### src/rtl/arc4_encrypt.sv
// ARC4 encryptor.
// Builds the RC4 state in an external 256x8 S memory (INIT, then KSA), then runs
// the PRGA over a length-prefixed plaintext buffer and writes the length-prefixed
// ciphertext buffer. All memories are synchronous-read with one cycle of latency:
// an address registered on edge N is sampled by the memory on edge N+1, and the
// data it returns is captured here on edge N+2.
module arc4_encrypt #(
  parameter int KEY_BYTES = 3
) (
  input  logic                   clk,
  input  logic                   rst,
  input  logic                   en,
  output logic                   rdy,
  input  logic [8*KEY_BYTES-1:0] key,
  output logic [7:0]             s_addr,
  input  logic [7:0]             s_rddata,
  output logic [7:0]             s_wrdata,
  output logic                   s_wren,
  output logic [7:0]             pt_addr,
  input  logic [7:0]             pt_rddata,
  output logic [7:0]             ct_addr,
  output logic [7:0]             ct_wrdata,
  output logic                   ct_wren
);

  localparam int KIDX_W = (KEY_BYTES > 1) ? $clog2(KEY_BYTES) : 1;

  typedef enum logic [4:0] {
    ST_IDLE,
    ST_INIT,
    ST_K_RD_SI,
    ST_K_WT_SI,
    ST_K_RD_SJ,
    ST_K_WT_SJ,
    ST_K_WR_SI,
    ST_K_WR_SJ,
    ST_P_RD_L,
    ST_P_WT_L,
    ST_P_CAP_L,
    ST_P_RD_SI,
    ST_P_WT_SI,
    ST_P_RD_SJ,
    ST_P_WT_SJ,
    ST_P_WR_SI,
    ST_P_WR_SJ,
    ST_P_RD_PAD,
    ST_P_WT_PAD,
    ST_P_WR_CT,
    ST_DONE
  } state_t;

  state_t                 r_state;
  logic                   r_rdy;
  logic [7:0]             r_s_addr;
  logic [7:0]             r_s_wrdata;
  logic                   r_s_wren;
  logic [7:0]             r_pt_addr;
  logic [7:0]             r_ct_addr;
  logic [7:0]             r_ct_wrdata;
  logic                   r_ct_wren;
  logic [8*KEY_BYTES-1:0] r_key;
  logic [KIDX_W-1:0]      r_kidx;   // i mod KEY_BYTES, kept as a wrapping counter
  logic [7:0]             r_i;      // doubles as the fill counter during INIT
  logic [7:0]             r_j;
  logic [7:0]             r_k;      // index of the last ciphertext byte written
  logic [7:0]             r_len;    // message length L from pt[0]
  logic [7:0]             r_si;     // s[i] as read before the swap
  logic [7:0]             r_sj;     // s[j] as read before the swap
  logic [7:0]             r_pt;     // plaintext byte for the current k

  logic [7:0]             w_keybyte;
  logic [7:0]             w_i_next;
  logic [7:0]             w_k_next;
  logic [7:0]             w_j_ksa;
  logic [7:0]             w_j_prga;
  logic [7:0]             w_pad_addr;

  // Select key byte r_kidx; byte 0 is the most significant byte of the key.
  always_comb begin
    w_keybyte = 8'd0;
    for (int n = 0; n < KEY_BYTES; n++) begin
      w_keybyte = (r_kidx == KIDX_W'(n)) ? r_key[8*(KEY_BYTES-n)-1 -: 8] : w_keybyte;
    end
  end

  // Index arithmetic; every sum wraps mod 256 by construction of the 8-bit width.
  always_comb begin
    w_i_next   = r_i + 8'd1;
    w_k_next   = r_k + 8'd1;
    w_j_ksa    = r_j + s_rddata + w_keybyte;
    w_j_prga   = r_j + s_rddata;
    // After the swap s[i]=old s[j] and s[j]=old s[i]; the sum is the same either way.
    w_pad_addr = r_si + r_sj;
  end

  // Main controller: sequences INIT, KSA and PRGA and drives all memory ports.
  always_ff @(posedge clk) begin
    if (rst) begin
      r_state     <= ST_IDLE;
      r_rdy       <= 1'b1;
      r_s_addr    <= 8'd0;
      r_s_wrdata  <= 8'd0;
      r_s_wren    <= 1'b0;
      r_pt_addr   <= 8'd0;
      r_ct_addr   <= 8'd0;
      r_ct_wrdata <= 8'd0;
      r_ct_wren   <= 1'b0;
      r_key       <= '0;
      r_kidx      <= '0;
      r_i         <= 8'd0;
      r_j         <= 8'd0;
      r_k         <= 8'd0;
      r_len       <= 8'd0;
      r_si        <= 8'd0;
      r_sj        <= 8'd0;
      r_pt        <= 8'd0;
    end else begin
      // Write strobes are single-cycle pulses unless a state re-asserts them.
      r_s_wren  <= 1'b0;
      r_ct_wren <= 1'b0;
      case (r_state)
        ST_IDLE: begin
          if (en) begin
            r_key   <= key;
            r_rdy   <= 1'b0;
            r_i     <= 8'd0;
            r_j     <= 8'd0;
            r_k     <= 8'd0;
            r_kidx  <= '0;
            r_state <= ST_INIT;
          end else begin
            r_state <= ST_IDLE;
          end
        end

        // s[k] = k, one write per cycle.
        ST_INIT: begin
          r_s_addr   <= r_i;
          r_s_wrdata <= r_i;
          r_s_wren   <= 1'b1;
          r_i        <= w_i_next;
          if (r_i == 8'd255) begin
            r_state <= ST_K_RD_SI;
          end else begin
            r_state <= ST_INIT;
          end
        end

        ST_K_RD_SI: begin
          r_s_addr <= r_i;
          r_state  <= ST_K_WT_SI;
        end

        ST_K_WT_SI: begin
          r_state <= ST_K_RD_SJ;
        end

        ST_K_RD_SJ: begin
          r_si     <= s_rddata;
          r_j      <= w_j_ksa;
          r_s_addr <= w_j_ksa;
          r_state  <= ST_K_WT_SJ;
        end

        ST_K_WT_SJ: begin
          r_state <= ST_K_WR_SI;
        end

        ST_K_WR_SI: begin
          r_sj       <= s_rddata;
          r_s_addr   <= r_i;
          r_s_wrdata <= s_rddata;
          r_s_wren   <= 1'b1;
          r_state    <= ST_K_WR_SJ;
        end

        // When i==j this rewrites the same location with the same value.
        ST_K_WR_SJ: begin
          r_s_addr   <= r_j;
          r_s_wrdata <= r_si;
          r_s_wren   <= 1'b1;
          if (r_kidx == KIDX_W'(KEY_BYTES - 1)) begin
            r_kidx <= '0;
          end else begin
            r_kidx <= r_kidx + KIDX_W'(1);
          end
          if (r_i == 8'd255) begin
            r_state <= ST_P_RD_L;
          end else begin
            r_i     <= w_i_next;
            r_state <= ST_K_RD_SI;
          end
        end

        ST_P_RD_L: begin
          r_pt_addr <= 8'd0;
          r_state   <= ST_P_WT_L;
        end

        ST_P_WT_L: begin
          r_state <= ST_P_CAP_L;
        end

        // ct[0] = L, then the keystream starts over from i=j=0.
        ST_P_CAP_L: begin
          r_len       <= pt_rddata;
          r_ct_addr   <= 8'd0;
          r_ct_wrdata <= pt_rddata;
          r_ct_wren   <= 1'b1;
          r_i         <= 8'd0;
          r_j         <= 8'd0;
          r_k         <= 8'd0;
          if (pt_rddata == 8'd0) begin
            r_state <= ST_DONE;
          end else begin
            r_state <= ST_P_RD_SI;
          end
        end

        // The plaintext read for this byte is issued alongside the s[i] read.
        ST_P_RD_SI: begin
          r_i       <= w_i_next;
          r_s_addr  <= w_i_next;
          r_pt_addr <= w_k_next;
          r_state   <= ST_P_WT_SI;
        end

        ST_P_WT_SI: begin
          r_state <= ST_P_RD_SJ;
        end

        ST_P_RD_SJ: begin
          r_si     <= s_rddata;
          r_pt     <= pt_rddata;
          r_j      <= w_j_prga;
          r_s_addr <= w_j_prga;
          r_state  <= ST_P_WT_SJ;
        end

        ST_P_WT_SJ: begin
          r_state <= ST_P_WR_SI;
        end

        ST_P_WR_SI: begin
          r_sj       <= s_rddata;
          r_s_addr   <= r_i;
          r_s_wrdata <= s_rddata;
          r_s_wren   <= 1'b1;
          r_state    <= ST_P_WR_SJ;
        end

        ST_P_WR_SJ: begin
          r_s_addr   <= r_j;
          r_s_wrdata <= r_si;
          r_s_wren   <= 1'b1;
          r_state    <= ST_P_RD_PAD;
        end

        // The s[j] write lands on this edge, before the pad address is sampled.
        ST_P_RD_PAD: begin
          r_s_addr <= w_pad_addr;
          r_state  <= ST_P_WT_PAD;
        end

        ST_P_WT_PAD: begin
          r_state <= ST_P_WR_CT;
        end

        ST_P_WR_CT: begin
          r_ct_addr   <= w_k_next;
          r_ct_wrdata <= r_pt ^ s_rddata;
          r_ct_wren   <= 1'b1;
          r_k         <= w_k_next;
          if (w_k_next == r_len) begin
            r_state <= ST_DONE;
          end else begin
            r_state <= ST_P_RD_SI;
          end
        end

        // The final ct write was issued on the previous edge.
        ST_DONE: begin
          r_rdy   <= 1'b1;
          r_state <= ST_IDLE;
        end

        default: begin
          r_rdy   <= 1'b1;
          r_state <= ST_IDLE;
        end
      endcase
    end
  end

  assign rdy       = r_rdy;
  assign s_addr    = r_s_addr;
  assign s_wrdata  = r_s_wrdata;
  assign s_wren    = r_s_wren;
  assign pt_addr   = r_pt_addr;
  assign ct_addr   = r_ct_addr;
  assign ct_wrdata = r_ct_wrdata;
  assign ct_wren   = r_ct_wren;

endmodule

### config.mk
export PLATFORM = sky130hd
export DESIGN_NAME = arc4_encrypt
export DESIGN_NICKNAME = d
export VERILOG_FILES = /design/src/rtl/arc4_encrypt.sv
export SDC_FILE = /design/constraint.sdc
export NUM_CORES = 1
export LEC_CHECK = 0
export ABC_AREA = 0
export CORE_MARGIN = 8
export CORE_UTILIZATION = 56
export DETAILED_ROUTE_END_ITERATION = 8
export GPL_ROUTABILITY_DRIVEN = 0
export PLACE_DENSITY = 0.88
export SLEW_MARGIN = 10
export SYNTH_ARGS = -nofsm -noshare
export SYNTH_HDL_FRONTEND = slang
export SYNTH_SLANG_ARGS = --single-unit
### constraint.sdc
create_clock -name clk -period 4.2 [get_ports clk]
set_input_delay 0.84 -clock clk [delete_from_list [all_inputs] [get_ports clk]]
set_output_delay 0.84 -clock clk [all_outputs]
set_load 0.02 [all_outputs]
==> metrics.md, run 1 <==
| Metric | Value |
|---|---|
| Status | completed |
| Final Cycle Share | just over 90% |
| ANT cells | 0 |
| Antenna-violating nets left | 0 |
| Utilization after layout | between 60% and 70% |
| # rows | 40 |
| Reg2reg start | r_j[0]$_SDFFE_PP0P_ |
| Fin nets | around 990 |
| Grt met3 use | about 7.6% |
| CP Launch Type | input port |
| XOR/XNOR share of the synthesized area | 5.92% |
| Yosys cell types | between 60 and 70 |
| Met1 Usage GRT | 28.2% |
| Asr flop ratio synth | 0% |
| Mapped Cells | approximately 860 |
| Antenna violations before repair | 0 |
| Adder-Cell Fraction of Synth Area | between 5 and 6% |
| CP endpoint kind | flip-flop |
| Avg Synthesized Cell Area | approximately 7.9 sq um |
| Highest clock rate | approximately 260 MHz |
| Hold depth | 2 |
| CP required | roughly 4.5 ns |
| Fill cell count | about 960 |
| Layout cell share with drive strength beyond 1 | under 10% |
| Number of flops mapped to enable cells by yosys | 0 |
| Pin count of the biggest net entering global routing | between 70 and 80 |
| Placed inst area | between 0.007 and 0.008 sq mm |
| Yosys reg bits | between 100 and 150 |
| Initial core utilization | 57.1% |
| Most common cell after layout, fill and taps aside | nand2_1 |
| First-pass GRT wire length | between 30000 and 40000 um |
| Clk buf depth | 2 |
| RSZ-0062 raised after global routing | no |
| Critical path's top delay family | adder cells |
| Pwr/cell area | between 300 and 400 mW/mm^2 |
| Num ports | 86 |
| Post-Syn Nets | about 900 |
| Worst Skew | approximately 0.0064 ns |
| Hold Vio Cnt, Final | 0 |
| Overall global routing resource usage | between 20% and 30% |
| Final cell count without fillers | between 1000 and 1500 |
| Initial DRC Count | 798 |
| Synth Area in Compound Gates | around 23% |
| Simple-Gate Fraction of Synth Area | between 20 and 25% |
| WP buf/inv | 3 |
| Final setup viols | 0 |
| HPWL Detailed | 13400 um |
| Leak | ~3.1 nW |
| Syn. warnings | 0 |
| Data arrival time of the critical path | between 4 and 5 ns |
| Area of the core | 0.0119 sq mm |
| Vias per inst | ~6 |
| Cell area after layout | roughly 0.008 sq mm |
| CTS tree | done |
| CTS Buf Count | 17 |
| Setup_tns | 0 ns |
| Post-synthesis to final-layout area growth | 20.9% |
| Critical Path Fanout Max | 3 |
| Vias in the first global route | 6068 |
| R2R setup slack | between 0.8 and 0.9 ns |
| Worst setup path class | input port to flip-flop |
| DRT Pass-1 Iters | 8 |
| Vias after detailed routing | between 6000 and 7000 |
| Port Buffers | 85 |
| Die Ht | 126 um |
| Cell chain of the critical path | clkdlybuf4s50_1, ha_1, inv_1, fa_1, inv_1, a21o_1, a21oi_1, o21ai_0, xor2_1, ha_1, or4_1, o22ai_1, xnor2_1, xnor2_1, nand2_1, a221oi_1 |
| DRT Wirelength | 19100 um |
| Max rail drop VDD | 0.000378 V |
| GRT busiest layer | met2 |
| DRC | 0 |
| Post-DR wirelength/cell | ~18 um |
| Worst r2r dst | s_addr[7]$_SDFFE_PP0P_ |
| Hold_buf cts | 0 |
| Worst Hold Class | flip-flop to flip-flop |
| H-tree lvl count | 4 |
| Overall Power | 2.97 mW |
| FF-to-FF path depth | 15 |
| Placed Cells | 1050 |
| WHS | 0.453 ns |
| Die Area | approximately 0.016 sq mm |
| GRT overflow | 0 |
| Hold_sp | r_key[7]$_SDFFE_PP0P_ |
| Commonest non-fill, non-tap cells in the layout | nand2_1, dfxtp_1, a21oi_1 |
| Setup Fix Bufs, Post-CTS | 0 |
| Seq/Total Area, Yosys | 38.3% |
| Clk sinks | 130 |
| Largest family of logic cells by synthesized area | simple AND/OR/NAND/NOR gates |
| Mux share of post-synthesis cell area | under 10% |
| Post-synth top flop | dfxtp_1 |
| Clock root cell | clkbuf_16 |
| Max-slew violation count | 0 |
| Period minus WS final | between 3 and 4 ns |
| Worst Hold Path EP | r_key[7]$_SDFFE_PP0P_ |
| # resized after CTS | 0 |
| Slowest stage delay, CP | 0.50 ns |
| MaxCap Viol Count | 0 |
| Minimum setup slack in the final design | 0.372 ns |
| Clock-pin slew on the worst setup and hold paths | approximately 0.05 ns |
| Met2 Usage GRT | roughly 38% |
| Worst Tran Pin Value | ~0.99 ns |
| Die Span X | about 130 um |
| Slowest-stage cell, CP | clkdlybuf4s50_1 |
| Mapped Area | a little under 0.007 sq mm |
| Max-slew headroom | roughly 34% |
| Worst skew pair latency | roughly 0.43 ns |
| Place WS | 0.0262 ns |
==> flip-flops by register name, indices dropped and copies added, names as in the netlist <==
name,count
r_sj,8
pt_addr,8
r_pt,8
r_i,8
ct_wren,1
s_wren,1
r_kidx,2
ct_addr,8
s_addr,8
r_len,8
s_wrdata,8
r_j,8
r_k,8
r_si,8
r_state,5
rdy,1
ct_wrdata,8
r_key,24
==> cells in the mapped netlist (6+ instances only) <==
| cell | number | share of area, % |
|---|---|---|
| a211oi_1 | 8 | 0.88 |
| a21boi_0 | 7 | 0.77 |
| a21o_1 | 8 | 0.88 |
| a21oi_1 | 108 | 7.9 |
| a221oi_1 | 6 | 0.77 |
| a22oi_1 | 18 | 2.0 |
| a311oi_1 | 16 | 2.1 |
| a31oi_1 | 9 | 0.83 |
| and3_1 | 12 | 1.1 |
| buf_2 | 14 | 1.0 |
| clkbuf_1 | 25 | 1.4 |
| dfxtp_1 | 130 | 38 |
| ha_1 | 23 | 4.2 |
| inv_1 | 6 | 0.33 |
| mux2i_1 | 9 | 1.3 |
| nand2_1 | 197 | 11 |
| nand3_1 | 19 | 1.4 |
| nor2_1 | 70 | 3.9 |
| nor2b_1 | 8 | 0.74 |
| nor3_1 | 6 | 0.44 |
| o21ai_0 | 27 | 2.0 |
| o21ai_1 | 6 | 0.44 |
| xnor2_1 | 25 | 3.2 |
| xor2_1 | 21 | 2.7 |
==> cell type report <==
class                           instances  area (sq um)  share of cell area (%)
Inverter                                8          30.0                   0.365
Multi-Input combinational cell        674          3950                    48.1
Clock buffer                           25           515                    6.27
Sequential cell                       130          2600                    31.6
Tap cell                              147           184                    2.24
Clock inverter                          7          47.5                   0.578
Timing Repair Buffer                   91           893                    10.9
==> power breakdown <==
part           leakage [nW]  switching, mW  total [mW]  internal (mW)
clock network         0.276          0.536        1.38          0.847
registers              1.05         0.0235        1.29           1.26
logic                  1.75          0.167       0.297          0.130
==> how the worst max path moves through the flow <==
| stage | endpoint | slack, ns | startpoint | cells after the start |
|---|---|---|---|---|
| final | s_addr[7]$_SDFFE_PP0P_ | 0.37 | s_rddata[0] | 16 |
| after global routing | s_addr[7]$_SDFFE_PP0P_ | 0.16 | s_rddata[0] | 16 |
| after CTS | s_addr[7]$_SDFFE_PP0P_ | 0.44 | s_rddata[0] | 16 |
| after detailed placement | s_addr[7]$_SDFFE_PP0P_ | 0.03 | s_rddata[0] | 16 |
| after global placement | s_addr[7]$_SDFFE_PP0P_ | 0.08 | s_rddata[0] | 16 |
| after floorplan | s_addr[7]$_SDFFE_PP0P_ | 0.75 | s_rddata[0] | 15 |
==> metal layers <==
metal  routed length [um]  vias to the layer above
li1                     -                     3148
met1                 8020                     2983
met2                 8810                      293
met3                 1570                       61
met4                  727                        0
met5                    0                        -
==> cell families after synthesis <==
family	Yosys count
muxes	10
xor gates and xnor gates	46
buffers and inverters	54
adders and majority gates	26
AOI/OAI and AO/OA	243
DFF	130
and+or+nand+nor	349
==> worst register-to-register path: stages (launching register included) <==
cell      delay, ns
dfxtp_1        0.40
ha_1           0.23
inv_1          0.07
fa_1           0.41
inv_1          0.07
a21o_1         0.10
a21oi_1        0.08
o21ai_0        0.21
xor2_1         0.12
ha_1           0.23
or4_1          0.48
o22ai_1        0.17
xnor2_1        0.17
xnor2_1        0.15
nand2_1        0.09
a221oi_1       0.26
Power figures use the tool's default switching activity.
==> run 2, diff against run 1 <==
RECOVER_POWER = 50   (was default)
==> run 2 against run 1 <==
Sequential power about the same. Combinational power decreased by 2%. Critical path depth unchanged. Design area decreased by 0.38%. Cell count unchanged. Non-clock buffer count unchanged. Sequential cell count unchanged. Sequential share of layout area increased by 0.12 points. Global-route usage unchanged. Die area unchanged. First-iteration DRC count decreased by 18%. Power decreased by 0.41%. Critical path type unchanged.
==> metrics.md, run 2 (synthesized netlist as in run 1, its figures left out) <==
| Metric | Value |
|---|---|
| Largest register FFs | 24 (unchanged) |
| Vias per inst | 5.97 (-0.37%) |
| Final Cycle Share | 91.4% (+0.27 points) |
| Slowest-stage cell, CP | clkdlybuf4s50_1 |
| WP buf/inv | 3 (unchanged) |
| Port Buffers | 85 (unchanged) |
| Pwr/cell area | 361 mW/mm^2 (about the same) |
| Setup_tns | 0 ns (unchanged) |
| Num ports | 86 (unchanged) |
| Clk buf depth | 2 (unchanged) |
| Worst Skew | 0.00952 ns (+0.00307 ns) |
| Fin nets | 991 (unchanged) |
| Pin count of the biggest net entering global routing | 78 (unchanged) |
| Die Area | 0.0159 sq mm (unchanged) |
| H-tree lvl count | 4 (unchanged) |
| CTS Buf Count | 17 (unchanged) |
| Layout cell share with drive strength beyond 1 | 5.99% (-0.53 points) |
| Hold_buf cts | 0 (unchanged) |
| R2R setup slack | 0.86 ns (about the same) |
| CP endpoint kind | flip-flop |
| Post-synthesis to final-layout area growth | 20.5% |
| Die Ht | 126 um (unchanged) |
| Wl on met1 | 8010 um (about the same) |
| DR top layer | met4 |
| Setup Fix Bufs, Post-CTS | 0 (unchanged) |
| Post-DR wirelength/cell | 17.6 um (-0.23%) |
| # resized after CTS | 0 (unchanged) |
| Max rail drop VDD | 0.000378 V (about the same) |
| Antenna-violating nets left | 0 (unchanged) |
| Commonest non-fill, non-tap cells in the layout | nand2_1, dfxtp_1, a21oi_1 |
| Most common cell after layout, fill and taps aside | nand2_1 |
| Worst setup path class | input port to flip-flop |
| Critical path's top delay family | adder cells |
| Top reg by flops | r_key |
| Hold Vio Cnt, Final | 0 (unchanged) |
| Final setup viols | 0 (unchanged) |
| Worst Hold Class | flip-flop to flip-flop |
| Max-slew violation count | 0 (unchanged) |
| Max-slew headroom | 14.8% (-19 points) |
| Worst skew pair latency | 0.43 ns (about the same) |
| CTS tree | done |
| Data arrival time of the critical path | 4.16 ns (about the same) |
| CP Launch Type | input port |
| Initial core utilization | 57.1% (unchanged) |
| Status | completed |
| Vias after detailed routing | 6461 (-0.37%) |
| Clock-pin slew on the worst setup and hold paths | 0.05 ns (about the same) |
| Slowest stage delay, CP | 0.50 ns (about the same) |
| GRT overflow | 0 (unchanged) |
| Highest clock rate | 261 MHz (-0.29%) |
| HPWL Detailed | 13400 um (unchanged) |
| CP required | 4.52 ns (about the same) |
| Critical Path Fanout Max | 3 (unchanged) |
| # rows | 40 (unchanged) |
| DRT Wirelength | 19100 um (-0.23%) |
| Clock root cell | clkbuf_16 |
| Die Span X | 126 um (unchanged) |
| Utilization after layout | 68.8% (-0.26 points) |
| Initial DRC Count | 657 (-18%) |
| ANT cells | 0 (unchanged) |
| Vias in the first global route | 6068 (unchanged) |
| Overall global routing resource usage | 23.7% (unchanged) |
| MaxCap Viol Count | 0 (unchanged) |
| Area of the core | 0.0119 sq mm (unchanged) |
| DRC | 0 (unchanged) |
| RSZ-0062 raised after global routing | no |
| Met3 routed WL | 1490 um (-4.8%) |
| Met2 wire len | 8850 um (+0.47%) |
| Clk sinks | 130 (unchanged) |
| Cell chain of the critical path | clkdlybuf4s50_1, ha_1, inv_1, fa_1, inv_1, a21o_1, a21oi_1, o21ai_0, xor2_1, ha_1, or4_1, o22ai_1, xnor2_1, xnor2_1, nand2_1, a221oi_1 |
| Period minus WS final | 3.84 ns (+0.0113 ns) |
| Antenna violations before repair | 0 (unchanged) |
| DRT Pass-1 Iters | 9 (+1) |
| Fill cell count | 969 (+0.52%) |
| Worst Tran Pin Value | 1.27 ns (+0.280 ns) |
| First-pass GRT wire length | 30300 um (unchanged) |
| Leak | 3.20 nW (+4.0%) |
[run 2: per-stage QoR]
stage          cells  cell area (sq um)  power, mW  hold WS [ns]  worst slack (ns)
4_1_cts         1082               8230       2.97         0.454             0.443
3_5_place_dp    1050               7660       1.60         0.446            0.0262
6_report        1082               8190       2.95         0.453             0.361
3_3_place_gp    1050               7660       1.60         0.441            0.0836
2_1_floorplan    858               6800       1.49         0.436             0.751
5_1_grt         1082               8190       3.05         0.466             0.165
[run 2: final timing paths]
path                                            start                      to  cells past startpoint
worst min register to register  r_key[7]$_SDFFE_PP0P_   r_key[7]$_SDFFE_PP0P_                      2
worst min-delay path            r_key[7]$_SDFFE_PP0P_   r_key[7]$_SDFFE_PP0P_                      2
worst max-delay path                      s_rddata[0]  s_addr[7]$_SDFFE_PP0P_                     16
worst max register to register    r_j[0]$_SDFFE_PP0P_  s_addr[7]$_SDFFE_PP0P_                     15
[run 2: cell type report]
class	instances	area, sq um	area share [%]
Multi-Input combinational cell	674	3930	47.9
Sequential cell	130	2600	31.8
Timing Repair Buffer	91	890	10.9
Clock buffer	25	515	6.29
Tap cell	147	184	2.24
Clock inverter	7	47.5	0.580
Inverter	8	30.0	0.366
[run 2: power breakdown]
group / internal (mW) / switching [mW] / leakage [nW]
registers: 1.26 / 0.0223 / 1.05
logic: 0.125 / 0.166 / 1.87
clock network: 0.847 / 0.531 / 0.276
total: 2.24 / 0.720 / 3.20
[run 2: per-layer routing]
layer	vias up	track usage, %
met1	2985	28.2
met2	268	37.6
met5	-	0
met4	0	12.3
met3	58	7.59
li1	3150	-
[run 2: worst reg2reg max path, delay by kind of cell, from the launching register on]
family / cells / cell delay, ns
DFF: 1 / 0.39
and+or+nand+nor: 2 / 0.59
adders and majority gates: 3 / 0.87
xor gates and xnor gates: 3 / 0.43
AOI/OAI and AO/OA: 5 / 0.82
buffers and inverters: 2 / 0.14
